`config.mk`:
```
export PLATFORM = sky130hd
export DESIGN_NAME = cm_lat_buf_flat
export DESIGN_NICKNAME = d
export VERILOG_FILES = /design/src/rtl/cm_lat_buf_if.sv /design/src/rtl/cm_lat_buf.sv /design/src/flat_wrapper.sv
export SDC_FILE = /design/constraint.sdc
export NUM_CORES = 1
export LEC_CHECK = 0
export CAP_MARGIN = 20
export CORE_ASPECT_RATIO = 1.4
export CORE_MARGIN = 4
export CORE_UTILIZATION = 57
export DETAILED_ROUTE_END_ITERATION = 10
export MAX_ROUTING_LAYER = met4
export PLACE_DENSITY_LB_ADDON = 0.3
export SETUP_SLACK_MARGIN = 0.4
export SYNTH_ARGS = -nofsm -noshare
export SYNTH_HDL_FRONTEND = slang
export SYNTH_SLANG_ARGS = --single-unit
```
`constraint.sdc`:
```
create_clock -name i_clk -period 6.26 [get_ports i_clk]
set_input_delay 1.252 -clock i_clk [delete_from_list [all_inputs] [get_ports i_clk]]
set_output_delay 1.252 -clock i_clk [all_outputs]
set_load 0.02 [all_outputs]
```
`src/rtl/cm_lat_buf_if.sv`:
```
// Bus bundle for cm_lat_buf: credit/issue toward the launcher, pipe arrival side,
// and the valid/ready output side. The buffer takes the slave modport.
interface cm_lat_buf_if #(
    parameter int unsigned DEPTH = 4,
    parameter type DTYPE = logic [7:0]
);
    localparam int unsigned LW = $clog2(DEPTH + 1);

    logic          i_issue;
    logic          o_credit;
    logic          i_valid;
    DTYPE          i_data;
    logic          o_valid;
    DTYPE          o_data;
    logic          i_ready;
    logic [LW-1:0] o_level;
    logic          o_err;

    modport slave (
        input  i_issue, i_valid, i_data, i_ready,
        output o_credit, o_valid, o_data, o_level, o_err
    );

    modport master (
        output i_issue, i_valid, i_data, i_ready,
        input  o_credit, o_valid, o_data, o_level, o_err
    );
endinterface

```
`src/rtl/cm_lat_buf.sv`:
```
// Credit-controlled elastic buffer catching the output of a non-stallable delay line.
// Define CM_LAT_BUF_ERR_EN to build the sticky protocol-error flag and its assertion.
module cm_lat_buf #(
    parameter int unsigned DEPTH = 4,
    parameter type DTYPE = logic [7:0]
) (
    input logic          i_clk,
    input logic          i_rst,
    cm_lat_buf_if.slave  bus
);
    localparam int unsigned PW = (DEPTH > 1) ? $clog2(DEPTH) : 1;
    localparam int unsigned LW = $clog2(DEPTH + 1);
    localparam logic [LW-1:0] FULL = LW'(DEPTH);
    localparam logic [PW-1:0] LAST = PW'(DEPTH - 1);

    DTYPE          mem [DEPTH];
    logic [PW-1:0] wr_ptr_q, wr_ptr_d;
    logic [PW-1:0] rd_ptr_q, rd_ptr_d;
    logic [LW-1:0] level_q, level_d;
    logic [LW-1:0] credits_q, credits_d;
    logic          push, pop, issue_ok;

    always_comb begin
        push     = bus.i_valid && (level_q != FULL);
        pop      = (level_q != '0) && bus.i_ready;
        // An issue with no credit left is ignored so the counter cannot underflow.
        issue_ok = bus.i_issue && (credits_q != '0);

        wr_ptr_d = wr_ptr_q;
        if (push) begin
            wr_ptr_d = (wr_ptr_q == LAST) ? '0 : wr_ptr_q + PW'(1);
        end

        rd_ptr_d = rd_ptr_q;
        if (pop) begin
            rd_ptr_d = (rd_ptr_q == LAST) ? '0 : rd_ptr_q + PW'(1);
        end

        level_d = level_q;
        if (push && !pop) begin
            level_d = level_q + LW'(1);
        end else if (!push && pop) begin
            level_d = level_q - LW'(1);
        end

        // Credits come back on pop, so every in-flight item owns a slot on arrival.
        credits_d = credits_q;
        if (issue_ok && !pop) begin
            credits_d = credits_q - LW'(1);
        end else if (!issue_ok && pop) begin
            credits_d = credits_q + LW'(1);
        end
    end

    always_ff @(posedge i_clk) begin
        if (i_rst) begin
            wr_ptr_q  <= '0;
            rd_ptr_q  <= '0;
            level_q   <= '0;
            credits_q <= FULL;
        end else begin
            wr_ptr_q  <= wr_ptr_d;
            rd_ptr_q  <= rd_ptr_d;
            level_q   <= level_d;
            credits_q <= credits_d;
        end
    end

    always_ff @(posedge i_clk) begin
        if (push) begin
            mem[wr_ptr_q] <= bus.i_data;
        end
    end

    always_comb begin
        bus.o_valid  = (level_q != '0);
        bus.o_data   = mem[rd_ptr_q];
        bus.o_credit = (credits_q != '0);
        bus.o_level  = level_q;
    end

`ifdef CM_LAT_BUF_ERR_EN
    logic err_q, bad_issue, bad_valid;

    always_comb begin
        bad_issue = bus.i_issue && (credits_q == '0);
        bad_valid = bus.i_valid && (level_q == FULL);
    end

    always_ff @(posedge i_clk) begin
        if (i_rst) begin
            err_q <= 1'b0;
        end else if (bad_issue || bad_valid) begin
            err_q <= 1'b1;
        end
    end

    assign bus.o_err = err_q;

    assert property (@(posedge i_clk) disable iff (i_rst) !(bad_issue || bad_valid))
        else $warning("cm_lat_buf: protocol violation (issue=%0b valid=%0b) at %0t",
                      bad_issue, bad_valid, $time);
`else
    assign bus.o_err = 1'b0;
`endif

endmodule

```
`src/flat_wrapper.sv`:
```
// flat-port wrapper written by rule: the top's interface ports become plain ports
module cm_lat_buf_flat 
#(
    parameter int unsigned DEPTH = 4,
    parameter type DTYPE = logic [7:0]
)
  (i_clk, i_rst, bus_i_issue, bus_i_valid, bus_i_data, bus_i_ready, bus_o_credit, bus_o_valid, bus_o_data, bus_o_level, bus_o_err);
  cm_lat_buf_if #(.DEPTH(DEPTH), .DTYPE(DTYPE)) bus_i ();
  input logic i_clk;
  input logic i_rst;
  input wire logic [$bits(bus_i.i_issue)-1:0] bus_i_issue;
  input wire logic [$bits(bus_i.i_valid)-1:0] bus_i_valid;
  input wire logic [$bits(bus_i.i_data)-1:0] bus_i_data;
  input wire logic [$bits(bus_i.i_ready)-1:0] bus_i_ready;
  output wire logic [$bits(bus_i.o_credit)-1:0] bus_o_credit;
  output wire logic [$bits(bus_i.o_valid)-1:0] bus_o_valid;
  output wire logic [$bits(bus_i.o_data)-1:0] bus_o_data;
  output wire logic [$bits(bus_i.o_level)-1:0] bus_o_level;
  output wire logic [$bits(bus_i.o_err)-1:0] bus_o_err;
  assign bus_i.i_issue = bus_i_issue;
  assign bus_i.i_valid = bus_i_valid;
  assign bus_i.i_data = bus_i_data;
  assign bus_i.i_ready = bus_i_ready;
  assign bus_o_credit = bus_i.o_credit;
  assign bus_o_valid = bus_i.o_valid;
  assign bus_o_data = bus_i.o_data;
  assign bus_o_level = bus_i.o_level;
  assign bus_o_err = bus_i.o_err;
  cm_lat_buf #(.DEPTH(DEPTH), .DTYPE(DTYPE)) u_core (.i_clk(i_clk), .i_rst(i_rst), .bus(bus_i));
endmodule
```
==> results of run 1 <==
## tightest hold or removal path, delay by kind of cell, from the launching register on
family / cells / cell delay, ps
AO/OA/AOI/OAI: 1 / 60
AND/OR/NAND/NOR: 1 / 80
flip-flops: 1 / 330
## power groups by stage
stage / clock (mW) / combinational [mW] / sequential, mW
floorplan: 0 / 0.205 / 0.401
global placement: 0 / 0.295 / 0.412
detailed placement: 0 / 0.307 / 0.415
CTS: 0.168 / 0.309 / 0.410
global route: 0.185 / 0.335 / 0.416
finish: 0.162 / 0.304 / 0.408
## routing by layer
metal / vias to the layer above / global-route usage (%) / wire length (um)
met5: - / - / 0
met4: 0 / 8.919 / 55
met3: 6 / 5.317 / 114
met2: 22 / 28.82 / 1639
met1: 459 / 15.47 / 1063
li1: 454 / - / -
## registers in the layout, summed over array words and instances, names as in the netlist, named ones only
signal	count
u_core.mem	32
u_core.bus.o_level	3
u_core.credits_q	3
u_core.rd_ptr_q	2
u_core.wr_ptr_q	2
## final cells by class
type / instances / share of cell area, %
inverters: 6 / 1.032
flip-flops and latches: 44 / 55.05
multi-input cells: 56 / 26.49
well taps: 39 / 2.236
repair buffers: 25 / 11.47
clock buffers: 7 / 3.498
clock inverters: 1 / 0.2294
## cells by family after synthesis
group | after synthesis | share of synthesized area (%)
AO/OA/AOI/OAI | 7 | 3.778
XOR/XNOR | 4 | 1.923
adder cells (fa/ha/maj) | 9 | 7.005
buffers and inverters | 10 | 2.335
flip-flops | 44 | 65.93
multiplexers | 12 | 12.16
other | 1 | 0.2058
AND/OR/NAND/NOR | 23 | 6.662
## placed cells by master, fill, tap and decap left out
| cell | instances |
|---|---|
| o31ai_4 | 1 |
| clkbuf_8 | 5 |
| mux2i_1 | 3 |
| inv_1 | 6 |
| edfxtp_1 | 32 |
| o21ai_0 | 2 |
| nor3_1 | 2 |
| mux2_1 | 1 |
| fa_1 | 2 |
| and2_1 | 5 |
| nand2_1 | 1 |
| dfxtp_1 | 12 |
| a21oi_2 | 1 |
| conb_1 | 1 |
| or3b_2 | 1 |
| clkinv_2 | 1 |
| xor2_1 | 4 |
| clkdlybuf4s50_1 | 25 |
| nand2b_1 | 2 |
| or3_1 | 4 |
| a21boi_4 | 1 |
| clkbuf_1 | 2 |
| ha_1 | 7 |
| a21oi_1 | 2 |
| nor2_1 | 8 |
| mux4_2 | 8 |
## path summary, 6_finish.rpt
check	startpoint	to	cells past startpoint
min	u_core.rd_ptr_q[0]$_SDFFE_PP0P_	u_core.rd_ptr_q[0]$_SDFFE_PP0P_	2
max reg2reg	u_core.bus.o_level[1]$_SDFFE_PP0P_	u_core.credits_q[2]$_SDFFE_PP1P_	7
max	flip-flop	bus_o_data[4]	2
min reg2reg	u_core.rd_ptr_q[0]$_SDFFE_PP0P_	u_core.rd_ptr_q[0]$_SDFFE_PP0P_	2
==> metrics.txt, run 1 <==
flop-to-flop setup slack=3940 ps; Comb pwr share=34.8%; DRC violations left=0; Root Driver=clkbuf_8; initial antenna violation count=0; Fin. Hold Viols=0; vias=941; Final WS setup=2954 ps; share of the synthesized area in the top cell type=52.75%; hold_buf cts=0; FMAX=0.3025 GHz; Mean Syn Cell Area=16.56 um^2; CTS tree=built; Int Pwr=598.5 uW; Lkg Pwr=0.7713 nW; clk_lat worst skew=290 ps; asr flop ratio synth=0%; Post-DP HPWL=2.114 mm; Worst-path clk slew=80 ps; syn_nets=132; Area Overhead vs Synth=19.78%; dpl ws=2856 ps; Sw Share=31.43%; # rows=24; Worst-Margin Slew=513.1 ps; Clock Power Share=18.5%; initial core utilization=58.90%; crit-path max FO=8; final period utilization=52.81%; Max VDD drop=268.5 uV; Crit. End Element=output pin; Critical Path AT=2050 ps; CP bufs+invs=1; Flop pwr share=46.7%; Design Area, Final=2182 um^2; Final Non-Filler Cells=178; core box area=3093 um^2; Slew Limit Fails=0; Post-CTS Setup Inserts=0; proportion of layout cells with a drive suffix above 1=12.95%; Die Area=4177 um^2; routability cong.=0.7333; Min-Delay Path Class=reg -> reg; nets=160; Max-Cap Viols=0; antenna viol nets, final=0; Total Power=872.8 uW; Yosys top cell by area=edfxtp_1; dpl cells=170; Post-synth EDFFs=32; CP Class=reg -> out; family with the most delay on the worst path=flip-flops; clock sink total=44; grt ovf=0; first-pass GRT wire length=4.795 mm; Top FF cell, synth=edfxtp_1; Iter 0 DRT Violations=21; cts repair resizes=0; Synthesis Warnings=0; CP Launch Type=flip-flop; Setup TNS=0 ps; multi-input gate area in the final layout=578.1 um^2; Vias/cell=5.287; RSZ-0062 raised after global routing=no; vias in the first global route=1,073; total inserted antenna cells=0; H-Tree Depth=2; I/O pin count=27; synth unique cells=26; top cells by count, synth=32 x edfxtp_1, 12 x dfxtp_1, 8 x mux4_2, 8 x nor2_1, 7 x ha_1; Rel. slew slack=65.75%; placed cell areas=2101 um^2; Cells after Synth=110; Reg area=1201 um^2; Tmin final=3306 ps; clk_skew=6.861 ps; drt wl/cell=16.13 um; final core utilization=70.55%; drt pass-1 iters=4; slowest cell delay on critical path=640 ps; Die Y=74.89 um; switching power=274.3 uW; Worst Path Required=5010 ps; status=complete, no violations; Worst Hold Slack=518.6 ps; Max clock buf depth=2; All-Layer GR Usage=16.17%; largest net degree at the start of global routing=14; synth top area cells=edfxtp_1 53%, dfxtp_1 13%, mux4_2 9.9%, ha_1 4.8%, fa_1 2.2%; Die W=55.78 um; Port Buf Inserts=25; Synth Register Bits=44; Setup Viol. Count Final=0; CTS buffer count=5; area of the mapped netlist=1822 um^2; slowest stage cell, crit path=dfxtp_1; PD cells=400.0 nW/um^2; DRT Wirelength=2.872 mm; most frequent cell after synthesis=edfxtp_1; Filler Cells Inserted=208; cell breakdown of the critical path=mux4_2 > clkdlybuf4s50_1; sequential fraction of the synthesis area=65.93%
(Power assumes the default switching activity.)
==> inputs of run 2 (changes only) <==
--- a/config.mk
+++ b/config.mk
@@ -8,7 +8,7 @@
 export CAP_MARGIN = 20
 export CORE_ASPECT_RATIO = 1.4
 export CORE_MARGIN = 4
-export CORE_UTILIZATION = 57
+export CORE_UTILIZATION = 47
 export DETAILED_ROUTE_END_ITERATION = 10
 export MAX_ROUTING_LAYER = met4
 export PLACE_DENSITY_LB_ADDON = 0.3
==> constraint.sdc (replaced) <==
create_clock -name i_clk -period 2.98 [get_ports i_clk]
set_input_delay 0.596 -clock i_clk [delete_from_list [all_inputs] [get_ports i_clk]]
set_output_delay 0.596 -clock i_clk [all_outputs]
set_load 0.02 [all_outputs]
==> run 2 against run 1 <==
  * Final cell count is 1.7% higher
  * Utilization is 11 points lower
  * Wire length is 2.2% lower
  * Global-route usage is 2.8 points lower
  * Critical path depth is 6 higher
  * Die area is 18% higher
  * Largest power group unchanged
==> metrics.txt, run 2 (synthesized netlist as in run 1, its figures left out) <==
CP Class=in -> reg; Port Buf Inserts=25; most frequent cells in the layout=32 x edfxtp_1, 25 x clkdlybuf4s50_1, 11 x dfxtp_1; Max VDD drop=563.5 uV; H-Tree Depth=2; # rows=26; Lkg Pwr=0.7822 nW; Biggest register=u_core.mem; final core utilization=59.72%; Root Driver=clkbuf_8; core box area=3709 um^2; first-pass GRT wire length=4.560 mm; Setup Viol. Count Final=0; Reg area=1205 um^2; Post-DP HPWL=2.059 mm; initial core utilization=49.12%; vias in the first global route=1,009; All-Layer GR Usage=13.41%; RSZ-0062 raised after global routing=no; slowest cell delay on critical path=450 ps; antenna viol nets, final=0; Crit. End Element=flip-flop; clk_skew=8.701 ps; Area Overhead vs Synth=21.57%; Filler Cells Inserted=297; flop-to-flop setup slack=670 ps; Max-Cap Viols=0; Fin. Hold Viols=0; Vias/cell=5.315; routability cong.=0.7052; initial antenna violation count=0; largest net degree at the start of global routing=14; Die Area=4950 um^2; Max clock buf depth=2; PD cells=870.7 nW/um^2; Die Y=81.67 um; Slew Limit Fails=0; Setup TNS=0 ps; Worst Path Required=3140 ps; FMAX=0.4145 GHz; cell breakdown of the critical path=clkdlybuf4s50_1 > o31ai_4 > ha_1 > inv_1 > fa_1 > xor2_1 > o21ai_0 > or3b_2; CP Launch Type=primary input; Critical Path AT=2580 ps; grt ovf=0; Iter 0 DRT Violations=37; drt pass-1 iters=3; Die W=60.62 um; clk_lat worst skew=290 ps; DRT Wirelength=2.810 mm; DRC violations left=0; I/O pin count=27; CTS buffer count=5; commonest non-fill, non-tap cell in the layout=edfxtp_1; Min-Delay Path Class=reg -> reg; status=complete, no violations; nets=160; proportion of layout cells with a drive suffix above 1=13.67%; dpl cells=173; final period utilization=80.96%; clock sink total=44; Final Non-Filler Cells=181; drt wl/cell=15.52 um; Tmin final=2413 ps; total inserted antenna cells=0; CTS tree=built; Worst-path clk slew=70 ps; slowest stage cell, crit path=clkdlybuf4s50_1; Largest register FFs=32; multi-input gate area in the final layout=578.1 um^2; vias=962; Post-CTS Setup Inserts=0; crit-path max FO=5
run 2: changes by cell type in the layout (fill, tap and decap cells not counted), sizes merged:
cell    before  now
bufinv       0    1
clkinv       1    0
run 2: cell type report:
class | instances | area share, %
Multi-Input combinational cell | 56 | 26.10
Clock inverter | 1 | 1.356
Timing Repair Buffer | 25 | 11.30
Clock buffer | 7 | 3.446
Sequential cell | 44 | 54.41
Tap cell | 42 | 2.373
Inverter | 6 | 1.017
run 2: worst max-delay path: cells and delay by family:
| kind | cells | cell delay [ps] |
|---|---|---|
| compound gates | 2 | 250 |
| xor+xnor | 1 | 160 |
| fa+ha+maj | 2 | 610 |
| buf+inv | 2 | 510 |
| simple gates | 1 | 450 |
run 2: worst paths after layout:
path,cells after the start,startpoint,to
worst min-delay path,2,u_core.rd_ptr_q[0]$_SDFFE_PP0P_,flip-flop
worst max register to register,7,u_core.bus.o_level[1]$_SDFFE_PP0P_,u_core.credits_q[2]$_SDFFE_PP1P_
worst max-delay path,8,bus_i_ready,u_core.credits_q[2]$_SDFFE_PP1P_
worst min register to register,2,u_core.rd_ptr_q[0]$_SDFFE_PP0P_,flip-flop
run 2: per-stage QoR:
step	hold WS (ps)	setup slack [ps]	area, um^2	total power, mW
floorplan	468.3	743.6	1822	1.274
global placement	483.5	331.5	2105	1.485
detailed placement	489.0	259.7	2105	1.516
CTS	508.7	451.3	2212	1.957
global route	530.8	464.9	2215	2.052
finish	506.8	567.4	2215	1.928
run 2: where the power goes:
group          internal (mW)  switching (mW)  leakage (nW)
logic                  0.331           0.305         0.337
registers              0.765          0.0939         0.393
clock network          0.251           0.183        0.0524
total                   1.35           0.582         0.782
run 2: per-layer routing:
metal / track usage [%] / share of wire (%)
met4: 5.206 / 2.0
met1: 13.55 / 38
met2: 23.02 / 54
met5: - / 0
met3: 5.031 / 5.4
run 2: timing repair:
action | in CTS | in global routing
gates cloned | 0 | 0
resized for setup | 1 | 1
hold buffers | 0 | 0
setup endpoints to repair | 8 | 2
==> inputs of run 3 (changes only) <==
--- a/config.mk
+++ b/config.mk
@@ -8,7 +8,7 @@
 export CAP_MARGIN = 20
 export CORE_ASPECT_RATIO = 1.4
 export CORE_MARGIN = 4
-export CORE_UTILIZATION = 47
+export CORE_UTILIZATION = 53
 export DETAILED_ROUTE_END_ITERATION = 10
 export MAX_ROUTING_LAYER = met4
 export PLACE_DENSITY_LB_ADDON = 0.3
==> constraint.sdc (replaced) <==
create_clock -name i_clk -period 2.3 [get_ports i_clk]
set_input_delay 0.46 -clock i_clk [delete_from_list [all_inputs] [get_ports i_clk]]
set_output_delay 0.46 -clock i_clk [all_outputs]
set_load 0.02 [all_outputs]
==> run 3 against run 2 <==
  * Global-route usage increased by 2.5 points
  * Register-to-register slack worse by 390 ps
  * Utilization rose by 15 points
  * Count of clock-buffer cells in the layout is the same
  * Sequential share of layout area fell by 4.2 points
  * Highest routed layer unchanged
==> metrics.txt, run 3 (synthesized netlist as in run 1, its figures left out) <==
status=complete, no violations; final period utilization=87.93%; Setup TNS=0 ps; clk_skew=10.72 ps; routed wl met2=1.691 mm; Iter 0 DRT Violations=17; top sig layer=met4; commonest non-fill, non-tap cell in the layout=edfxtp_1; Max-Cap Viols=0; Min-Delay Path Class=reg -> reg; Worst Path Required=2480 ps; worst r2r path cells=8; initial core utilization=56.70%; Worst Hold Slack=502.6 ps; Port Buf Inserts=25; RSZ-0062 raised after global routing=yes; clk_lat worst skew=290 ps; Post-DP HPWL=2.217 mm; core box area=3213 um^2; largest net degree at the start of global routing=14; grt ovf=0; H-Tree Depth=2; Tmin final=2022 ps; I/O pin count=27; met1 wire length=1.172 mm; Setup Viol. Count Final=0; vias in the first global route=1,097; Die W=57.55 um; Max VDD drop=858.6 uV; nets=178; Slew Limit Fails=0; most frequent cells in the layout=32 x edfxtp_1, 12 x clkdlybuf4s50_1, 12 x buf_6, 12 x buf_4; vias=1,034; DRC violations left=0; Fin. Hold Viols=0; hold_buf cts=0; Crit. End Element=flip-flop; PD cells=1141 nW/um^2; Hold Path Stages=2; Root Driver=clkbuf_8; flop-to-flop setup slack=280 ps; proportion of layout cells with a drive suffix above 1=35.67%; Worst Hold Launch=u_core.rd_ptr_q[0]$_SDFFE_PP0P_; Critical Path AT=2200 ps; antenna viol nets, final=0; drt pass-1 iters=4; FF-to-FF Start=u_core.credits_q[0]$_SDFFE_PP0P_; Largest register FFs=32; CTS buffer count=5; FMAX=0.4945 GHz; placed cell areas=2167 um^2; CP Launch Type=flip-flop; CP Class=reg -> reg; All-Layer GR Usage=15.95%; r2r endpoint=u_core.credits_q[2]$_SDFFE_PP1P_; Routed met3 length=167 um; # rows=24; first-pass GRT wire length=5.064 mm; Vias/cell=5.276; Lkg Pwr=0.9020 nW; Worst-path clk slew=70 ps; DRT Wirelength=3.113 mm; Total Power=2.752 mW; total inserted antenna cells=0; routability cong.=0.6983; Max clock buf depth=2; Die Y=77.37 um; Biggest register=u_core.mem; crit-path max FO=3; clock sink total=44; initial antenna violation count=0; drt wl/cell=15.88 um; Design Area, Final=2412 um^2; CTS tree=built; Die Area=4453 um^2; Area Overhead vs Synth=32.42%
[run 3: power by group]
group / switching (mW) / internal (mW)
sequential: 0.0981 / 0.997
clock: 0.234 / 0.325
combinational: 0.494 / 0.604
total: 0.827 / 1.93
[run 3: metrics by stage]
step | cells | utilization, % | setup slack [ps]
detailed placement | 176 | 67.45 | -158.7
CTS | 189 | 72.20 | 285.7
global placement | 176 | 67.45 | -65.63
floorplan | 110 | - | 221.6
global route | 196 | 75.08 | 175.2
finish | 196 | 75.08 | 277.6
[run 3: per-layer routing]
layer / vias to the layer above / global-route usage [%]
met5: - / -
met4: 0 / 7.889
met3: 8 / 4.983
met2: 33 / 27.26
met1: 501 / 16.05
li1: 492 / -
[run 3: what timing repair did]
action / 4_1_cts / 5_1_grt
resized for setup: 49 / 15
pin swaps: 6 / 2
endpoints found under the setup margin: 12 / 10
setup buffers: 5 / 7
[run 3: worst max-delay path, cell delays in order (launching register included)]
cell,delay [ps]
dfxtp_1,340
or3_4,390
and2_1,160
ha_2,190
inv_2,50
fa_2,180
xor2_1,180
nor3_1,70
or3b_4,360
[run 3: area by class of cell]
cell class / instances / area [um^2]
clock buffers: 7 / 76.32
clock inverters: 1 / 30.03
fillers: 193 / 800.8
inverters: 6 / 22.52
multi-input cells: 56 / 599.3
flip-flops and latches: 44 / 1211
well taps: 39 / 48.80
repair buffers: 43 / 424.2
[run 3: worst max-delay path by stage]
stage                                                   from                            endpoint  slack [ps]  depth (start not counted)
after detailed placement                         bus_i_valid  u_core.bus.o_level[2]$_SDFFE_PP0P_        -160                          8
after global placement                           bus_i_ready    u_core.credits_q[2]$_SDFFE_PP1P_         -70                          8
after global routing        u_core.credits_q[0]$_SDFFE_PP0P_    u_core.credits_q[2]$_SDFFE_PP1P_         180                          8
after CTS                 u_core.bus.o_level[0]$_SDFFE_PP0P_    u_core.credits_q[2]$_SDFFE_PP1P_         290                          7
after floorplan           u_core.bus.o_level[0]$_SDFFE_PP0P_    u_core.credits_q[2]$_SDFFE_PP1P_         220                          7
final                       u_core.credits_q[0]$_SDFFE_PP0P_    u_core.credits_q[2]$_SDFFE_PP1P_         280                          8
